File: src/rtl/clkdiv_ctrl_if.sv
`default_nettype none
// ============================================================================
// Module   : clkdiv_ctrl_if
// Brief    : Reconfiguration request port of the divided-clock controller.
// Revision : 1.0 - initial release
// ============================================================================
interface clkdiv_ctrl_if #(
  parameter int CNT_WIDTH = 8
);
  logic                 cfg_valid;
  logic                 cfg_ready;
  logic                 cfg_sel;
  logic [CNT_WIDTH-1:0] cfg_div;
  logic                 cfg_en;
  logic                 busy;
  logic                 err;

  modport master (
    output cfg_valid, cfg_sel, cfg_div, cfg_en,
    input  cfg_ready, busy, err
  );

  modport slave (
    input  cfg_valid, cfg_sel, cfg_div, cfg_en,
    output cfg_ready, busy, err
  );
endinterface
`default_nettype wire

File: src/rtl/clkdiv_ctrl.sv
`default_nettype none
// ============================================================================
// Module   : clkdiv_ctrl
// Brief    : Two-channel clock divider with glitch-free runtime reconfiguration.
// Revision : 1.0 - initial release
// ============================================================================
module clkdiv_ctrl #(
  parameter int CNT_WIDTH = 8,
  parameter int DIV1_INIT = 4,
  parameter int DIV2_INIT = 10
) (
  input  wire logic     clkin,
  input  wire logic     reset_n,
  clkdiv_ctrl_if.slave  cfg,
  output logic          clkout1,
  output logic          clkout2
);

  localparam logic [CNT_WIDTH-1:0] c_half1_init = CNT_WIDTH'(DIV1_INIT / 2);
  localparam logic [CNT_WIDTH-1:0] c_half2_init = CNT_WIDTH'(DIV2_INIT / 2);
  localparam logic [CNT_WIDTH-1:0] c_one        = CNT_WIDTH'(1);
  localparam logic [CNT_WIDTH-1:0] c_two        = CNT_WIDTH'(2);

  typedef enum logic [0:0] {
    ST_IDLE = 1'b0,
    ST_WAIT = 1'b1
  } state_t;

  state_t               r_state;
  logic                 r_ready;
  logic                 r_busy;
  logic                 r_err;
  logic                 r_req_sel;
  logic                 r_req_en;
  logic [CNT_WIDTH-1:0] r_req_half;

  logic [CNT_WIDTH-1:0] r_half [2];
  logic [CNT_WIDTH-1:0] r_cnt  [2];
  logic [1:0]           r_en;
  logic [1:0]           r_clk;

  logic [1:0]           w_wrap;
  logic                 w_apply;
  logic                 w_bad;

  always_comb begin
    w_wrap = '0;
    for (int i = 0; i < 2; i++) begin
      w_wrap[i] = (r_cnt[i] == (r_half[i] - c_one));
    end
  end

  // Enabled target: apply on the edge that would raise the output, so the
  // low phase in progress always completes with the old ratio.
  assign w_apply = (r_state == ST_WAIT) &&
                   (!r_en[r_req_sel] || (!r_clk[r_req_sel] && w_wrap[r_req_sel]));

  assign w_bad = cfg.cfg_en && (cfg.cfg_div[0] || (cfg.cfg_div < c_two));

  always_ff @(posedge clkin or negedge reset_n) begin
    if (!reset_n) begin
      r_state    <= ST_IDLE;
      r_ready    <= 1'b1;
      r_busy     <= 1'b0;
      r_err      <= 1'b0;
      r_req_sel  <= 1'b0;
      r_req_en   <= 1'b0;
      r_req_half <= '0;
    end else begin
      r_err <= 1'b0;
      case (r_state)
        ST_IDLE: begin
          if (cfg.cfg_valid) begin
            if (w_bad) begin
              r_err <= 1'b1;
            end else begin
              r_req_sel  <= cfg.cfg_sel;
              r_req_en   <= cfg.cfg_en;
              r_req_half <= cfg.cfg_div >> 1;
              r_state    <= ST_WAIT;
              r_ready    <= 1'b0;
              r_busy     <= 1'b1;
            end
          end
        end
        ST_WAIT: begin
          if (w_apply) begin
            r_state <= ST_IDLE;
            r_ready <= 1'b1;
            r_busy  <= 1'b0;
          end
        end
        default: begin
          r_state <= ST_IDLE;
          r_ready <= 1'b1;
          r_busy  <= 1'b0;
        end
      endcase
    end
  end

  always_ff @(posedge clkin or negedge reset_n) begin
    if (!reset_n) begin
      r_half[0] <= c_half1_init;
      r_half[1] <= c_half2_init;
      for (int i = 0; i < 2; i++) begin
        r_cnt[i] <= '0;
      end
      r_en  <= 2'b11;
      r_clk <= 2'b00;
    end else begin
      for (int i = 0; i < 2; i++) begin
        if (w_apply && (r_req_sel == 1'(i))) begin
          if (r_req_en) begin
            r_half[i] <= r_req_half;
          end
          r_cnt[i] <= '0;
          r_clk[i] <= r_req_en;
          r_en[i]  <= r_req_en;
        end else if (r_en[i]) begin
          if (w_wrap[i]) begin
            r_cnt[i] <= '0;
            r_clk[i] <= ~r_clk[i];
          end else begin
            r_cnt[i] <= r_cnt[i] + c_one;
          end
        end else begin
          r_cnt[i] <= '0;
          r_clk[i] <= 1'b0;
        end
      end
    end
  end

  assign cfg.cfg_ready = r_ready;
  assign cfg.busy      = r_busy;
  assign cfg.err       = r_err;
  assign clkout1       = r_clk[0];
  assign clkout2       = r_clk[1];

endmodule
`default_nettype wire

File: src/flat_wrapper.sv
// flat-port wrapper written by rule: the top's interface ports become plain ports
module clkdiv_ctrl_flat 
#(
  parameter int CNT_WIDTH = 8,
  parameter int DIV1_INIT = 4,
  parameter int DIV2_INIT = 10
)
  (clkin, reset_n, clkout1, clkout2, cfg_cfg_valid, cfg_cfg_sel, cfg_cfg_div, cfg_cfg_en, cfg_cfg_ready, cfg_busy, cfg_err);
  clkdiv_ctrl_if #(.CNT_WIDTH(CNT_WIDTH)) cfg_i ();
  input  wire logic clkin;
  input  wire logic reset_n;
  output logic clkout1;
  output logic clkout2;
  input wire logic [$bits(cfg_i.cfg_valid)-1:0] cfg_cfg_valid;
  input wire logic [$bits(cfg_i.cfg_sel)-1:0] cfg_cfg_sel;
  input wire logic [$bits(cfg_i.cfg_div)-1:0] cfg_cfg_div;
  input wire logic [$bits(cfg_i.cfg_en)-1:0] cfg_cfg_en;
  output wire logic [$bits(cfg_i.cfg_ready)-1:0] cfg_cfg_ready;
  output wire logic [$bits(cfg_i.busy)-1:0] cfg_busy;
  output wire logic [$bits(cfg_i.err)-1:0] cfg_err;
  assign cfg_i.cfg_valid = cfg_cfg_valid;
  assign cfg_i.cfg_sel = cfg_cfg_sel;
  assign cfg_i.cfg_div = cfg_cfg_div;
  assign cfg_i.cfg_en = cfg_cfg_en;
  assign cfg_cfg_ready = cfg_i.cfg_ready;
  assign cfg_busy = cfg_i.busy;
  assign cfg_err = cfg_i.err;
  clkdiv_ctrl #(.CNT_WIDTH(CNT_WIDTH), .DIV1_INIT(DIV1_INIT), .DIV2_INIT(DIV2_INIT)) u_core (.clkin(clkin), .reset_n(reset_n), .cfg(cfg_i), .clkout1(clkout1), .clkout2(clkout2));
endmodule
File: config.mk
export PLATFORM = sky130hd
export DESIGN_NAME = clkdiv_ctrl_flat
export DESIGN_NICKNAME = d
export VERILOG_FILES = /design/src/rtl/clkdiv_ctrl_if.sv /design/src/rtl/clkdiv_ctrl.sv /design/src/flat_wrapper.sv
export SDC_FILE = /design/constraint.sdc
export NUM_CORES = 1
export LEC_CHECK = 0
export CAP_MARGIN = 20
export CORE_MARGIN = 4
export CORE_UTILIZATION = 35
export CTS_BUF_LIST = sky130_fd_sc_hd__clkbuf_2
export DETAILED_ROUTE_END_ITERATION = 6
export PLACE_DENSITY = 0.5
export SLEW_MARGIN = 5
export SYNTH_ARGS = -nofsm -noshare
export SYNTH_HDL_FRONTEND = slang
export SYNTH_SLANG_ARGS = --single-unit
File: constraint.sdc
create_clock -name clkin -period 4.2 [get_ports clkin]
set_input_delay 0.63 -clock clkin [delete_from_list [all_inputs] [get_ports clkin]]
set_output_delay 0.63 -clock clkin [all_outputs]
set_load 0.005 [all_outputs]
======== After elaboration in Yosys (flattened, before gate mapping) ========
Cells that the tools add are included.
W data, S select, Z words.
cells by class
  $add $sub $neg .......................... 4
  $lt $le $gt $ge ......................... 2
  equality and inequality tests ........... 7
  multiplexer cells ....................... 33
  bitwise gates (word level) .............. 5
  reductions and logical operators ........ 13
operators by type and width
  kind                   number
  $mux W8                6
  $mux W1                24
  $add A8 B1 Y8 const B  2
  $eq A8 B8 Y1           2
  $sub A7 B1 Y8 const B  2
  $lt A8 B2 Y1 const B   1
  $ne A2 B2 Y1 const B   3
  $ne A3 B3 Y1 const B   2
  $pmux W1 S2            3
  $reduce_and A3 Y1      2
  $logic_and A1 B1 Y1    5
  $not A1 Y1             5
  $reduce_and A2 Y1      2
  $logic_not A1 Y1       2
  $logic_or A1 B1 Y1     2
  $lt A1 B2 Y1 const B   1
storage, ports and cells
  register bits ........................... 47
  input bits .............................. 13
  output and inout bits ................... 5
  logic and storage cells ................. 79

======== Longest topological paths before layout ========
  depth in word-level cells ............... 9
  gate-level depth with buffers ........... 9
  depth with buffers taken out ............ 8

======== Least setup slack after synthesis ========
No wires, ideal clock.
  kind .................................... reg2reg
  from .................................... reg u_core.r_half[10] (netlist name)
  to ...................................... reg u_core.r_half[10] (netlist name)
  library setup time ...................... 0.125 ns
  arrival ................................. 2.698 ns
  data required time ...................... 4.075 ns
  slack ................................... 1.377 ns
  stages on the path, launching flop included .. 8
  buffers on the path ..................... 1
  period minus slack after synthesis ...... 2.823 ns
  cells stage by stage .................... dfrtp_1 or4_1 or3_1 a2111oi_4 a32oi_1 or3_1 buf_6 mux2_4
between the ends
  word-level cells in the longest chain between the ends .. 9
RTL lines
  element                                     RTL line            text
  from (decl)                                 clkdiv_ctrl.sv:37   logic [CNT_WIDTH-1:0] r_half [2];
  from (signal, indexed assignment)           clkdiv_ctrl.sv:115  r_half[i] <= r_req_half;
  $sub A7 B1 Y8                               clkdiv_ctrl.sv:49   w_wrap[i] = (r_cnt[i] == (r_half[i] - c_one));
  $eq A8 B8 Y1                                clkdiv_ctrl.sv:49
  $mux W1 (implied by the code) (2 in a row)  clkdiv_ctrl.sv:56   (!r_en[r_req_sel] || (!r_clk[r_req_sel] && w_wrap[r_req_sel]));
  $logic_and A1 B1 Y1                         clkdiv_ctrl.sv:56
  $logic_or A1 B1 Y1                          clkdiv_ctrl.sv:56
  $logic_and A1 B1 Y1                         clkdiv_ctrl.sv:55   assign w_apply = (r_state == ST_WAIT) &&
  $logic_and A1 B1 Y1                         clkdiv_ctrl.sv:113  if (w_apply && (r_req_sel == 1'(i))) begin
  $reduce_and A2 Y1 (no line)                 n/a
No other way between the ends. The select of a mux whose other input is x is not followed.
A chain may end at the register's enable or synchronous reset.

======== Final worst setup path ========
  from .................................... reg u_core.r_half[10] (netlist name)
  to ...................................... reg u_core.r_half[14] (netlist name)
Same word-level chain as after synthesis.

==> reports/metrics.cfg <==
[outcome]
status = completed

[critical_path]
critPathKind = flip-flop to flip-flop
crit_family = simple AND/OR/NAND/NOR gates
path_buf_inv = 0
slowest_stage = or3_1
crit_arrival_ns = 3.53
ff2ff_path_depth = 6
cp-end-kind = flip-flop
required_ns = 4.53
path_max_fanout = 9
critPathMaxStageDelay_ns = 0.58
path_cells = or4_1, or3_1, a2111oi_4, a32oi_1, or3_1, mux2_4
cp.depth = 6
start_kind = flip-flop
cpMostUsedCell = or3_1

[floorplanning]
dieWidth_um = 91.9
core_mm2 = 0.00679
die_h_um = 91.9
die-area_mm2 = 0.00844
rows = 30
initial_core_util_pct = 36.2
pin_count = 18

[logic_synthesis]
synth_most_common_cell = dfrtp_1
synth_top_flop_cell = dfrtp_1
yosys-top-cells-count = dfrtp_1 (41), nor2_1 (19), xnor2_1 (18)
ys_seq_area_share_pct = 48.1
synth.distinct_cells = 39
yosys.area.top_type_share_pct = 41.7
synthTopCellsByArea = dfrtp_1 (42%), mux2_4 (8.5%), dfstp_2 (6.4%), xnor2_1 (6.4%), xor2_1 (4.6%)
synth_top_area_cell = dfrtp_1
async_reset_ff_share_pct = 100
syn_nets = 234
ys_ff_latch = 47
synth_edf_count = 0
ys.warnings.count = 0
syn_inst = 217
netlist_area_mm2 = 0.00246
syn_avg_cell_area_um2 = 11.3

[timing]
fin_crit_ns = 3.19
slew-limit-headroom_pct = 57.1
worstMarginPinSlew_ns = 0.642
fmax_mhz = 313
finalSetupViolations = 0
finalClockSkew_ns = 0.0201
period_share_pct = 76.1
setup-tns-final_ns = 0
rsz0062_at_grt = no
finalHoldViolations = 0
slew_viol_final = 0

[drt]
drtPass1Iterations = 4
vias_per_cell = 4.83
wirelength_um = 4870
vias = 1624
postRouteAntennaNets = 0
detail_route.iter0.violations = 97
drc = 0
wl_per_cell_um = 14.5

[pwr]
powerDensity_mw_per_mm2 = 697
total_power_mw = 1.94
p_leak_nw = 1.20
ir_worst_vdd_v = 0.000283

[cts]
clockBufferDepth = 2
clkTransAtPathRegs_ns = 0.24
ctsHoldBuffers = 0
cts_tree = yes
cts_setup_buffers = 0
cts.sinks = 47
clock_latency_ns = 0.42
root_buffer = clkbuf_2
cts_max_level = 2
post_cts_resized = 0
cts_made_buffers = 5

[global_routing]
grt_max_degree = 48
antenna_found_initial = 0
overflow = 0
grt_usage_pct = 12.5
grt_pass1_wl_um = 8400
grt_pass1_vias = 1632

[layout]
finalNonFillerCells = 336
finish.utilization_pct = 40.9
diodes = 0
drive_gt1_share_pct = 17.5
syn_to_final_growth_pct = 12.9
stdcell_area_mm2 = 0.00278
final_nets = 256

[flow_run]
cap_violations = 0

[min_path]
hold_path_class = input pin to async pin

[placed_design]
gp_congestion = 0.759
place_area_mm2 = 0.00274
dp.cells = 328
hpwl_um = 3580
io_buffers = 17

[through the flow]
step	hold WS (ns)	worst slack (ns)
6_report	0.257	1.01
5_1_grt	0.263	0.886
4_1_cts	0.252	0.991
3_5_place_dp	0.523	1.02
3_3_place_gp	0.515	1.05
2_1_floorplan	0.334	1.38
[area by class of cell]
type                       count  area [µm²]
clock buffer                   5        25.0
clock inverter                 3        15.0
fill                         668        4020
inverter                      10        37.5
multi-input combinational    156        1220
sequential                    47        1180
tap                           96         120
timing repair buffer          19         180
[report_power, final]
| group | internal, mW | switching [mW] | total (mW) |
|---|---|---|---|
| Clock | 0.0383 | 0.144 | 0.183 |
| Sequential | 0.655 | 0.248 | 0.903 |
| Combinational | 0.474 | 0.376 | 0.851 |
[cell families after synthesis]
| group | share of synthesized area [%] |
|---|---|
| xor+xnor | 11.0 |
| fa+ha+maj | 2.03 |
| simple gates | 15.5 |
| mux | 13.1 |
| compound gates | 7.88 |
| flops | 48.1 |
| buf+inv | 2.44 |
[registers in the layout (all words and copies together), names as in the netlist]
register / cells
u_core.r_en: 2
u_core.r_req_sel: 1
u_core.r_cnt: 16
u_core.cfg.err: 1
u_core.r_req_half: 7
u_core.r_state: 1
u_core.cfg.busy: 1
u_core.cfg.cfg_ready: 1
u_core.r_clk: 2
u_core.r_req_en: 1
u_core.r_half: 14
[path summary, 6_finish.rpt]
check                      slack (ns)                 to              start
setup / recovery                 1.01  u_core.r_half[14]  u_core.r_half[10]
hold / removal                   0.26    u_core.cfg.busy            reset_n
setup reg to reg                 1.01  u_core.r_half[14]  u_core.r_half[10]
hold reg to reg                  0.55    u_core.cfg.busy     u_core.r_state
max in group asynchronous        3.53   u_core.r_cnt[11]            reset_n
min in group clkin               0.55    u_core.cfg.busy     u_core.r_state
[layout by cell type (no fill, tap or decap), drive strengths merged]
cell           instances
a2111oi                2
a211oi                 2
a21o                   1
a21oi                  4
a22o                   2
a31oi                  2
a32oi                  2
and3                   8
buf                    3
clkbuf                 5
clkdlybuf4s50         16
clkinv                 3
dfrtp                 41
dfstp                  6
ha                     4
inv                   10
mux2                  23
mux2i                  1
nand2                  8
nand2b                 2
nand3                 13
nand3b                 2
nand4                  1
nor2                  19
nor2b                  1
nor3                   3
nor3b                  2
nor4                   6
nor4bb                 1
o21ai                  6
o221ai                 1
o31a                   1
o31ai                  1
or3                    5
or4                    2
xnor2                 18
xor2                  13
[metal layers]
metal	routed length, µm	GRT usage [%]	up-vias
met3	139	3.20	7
met5	0	0	-
met1	2430	17.8	784
li1	-	-	816
met2	2240	18.7	17
met4	65	3.71	0
No activity file was read; power rests on OpenSTA's default activity.
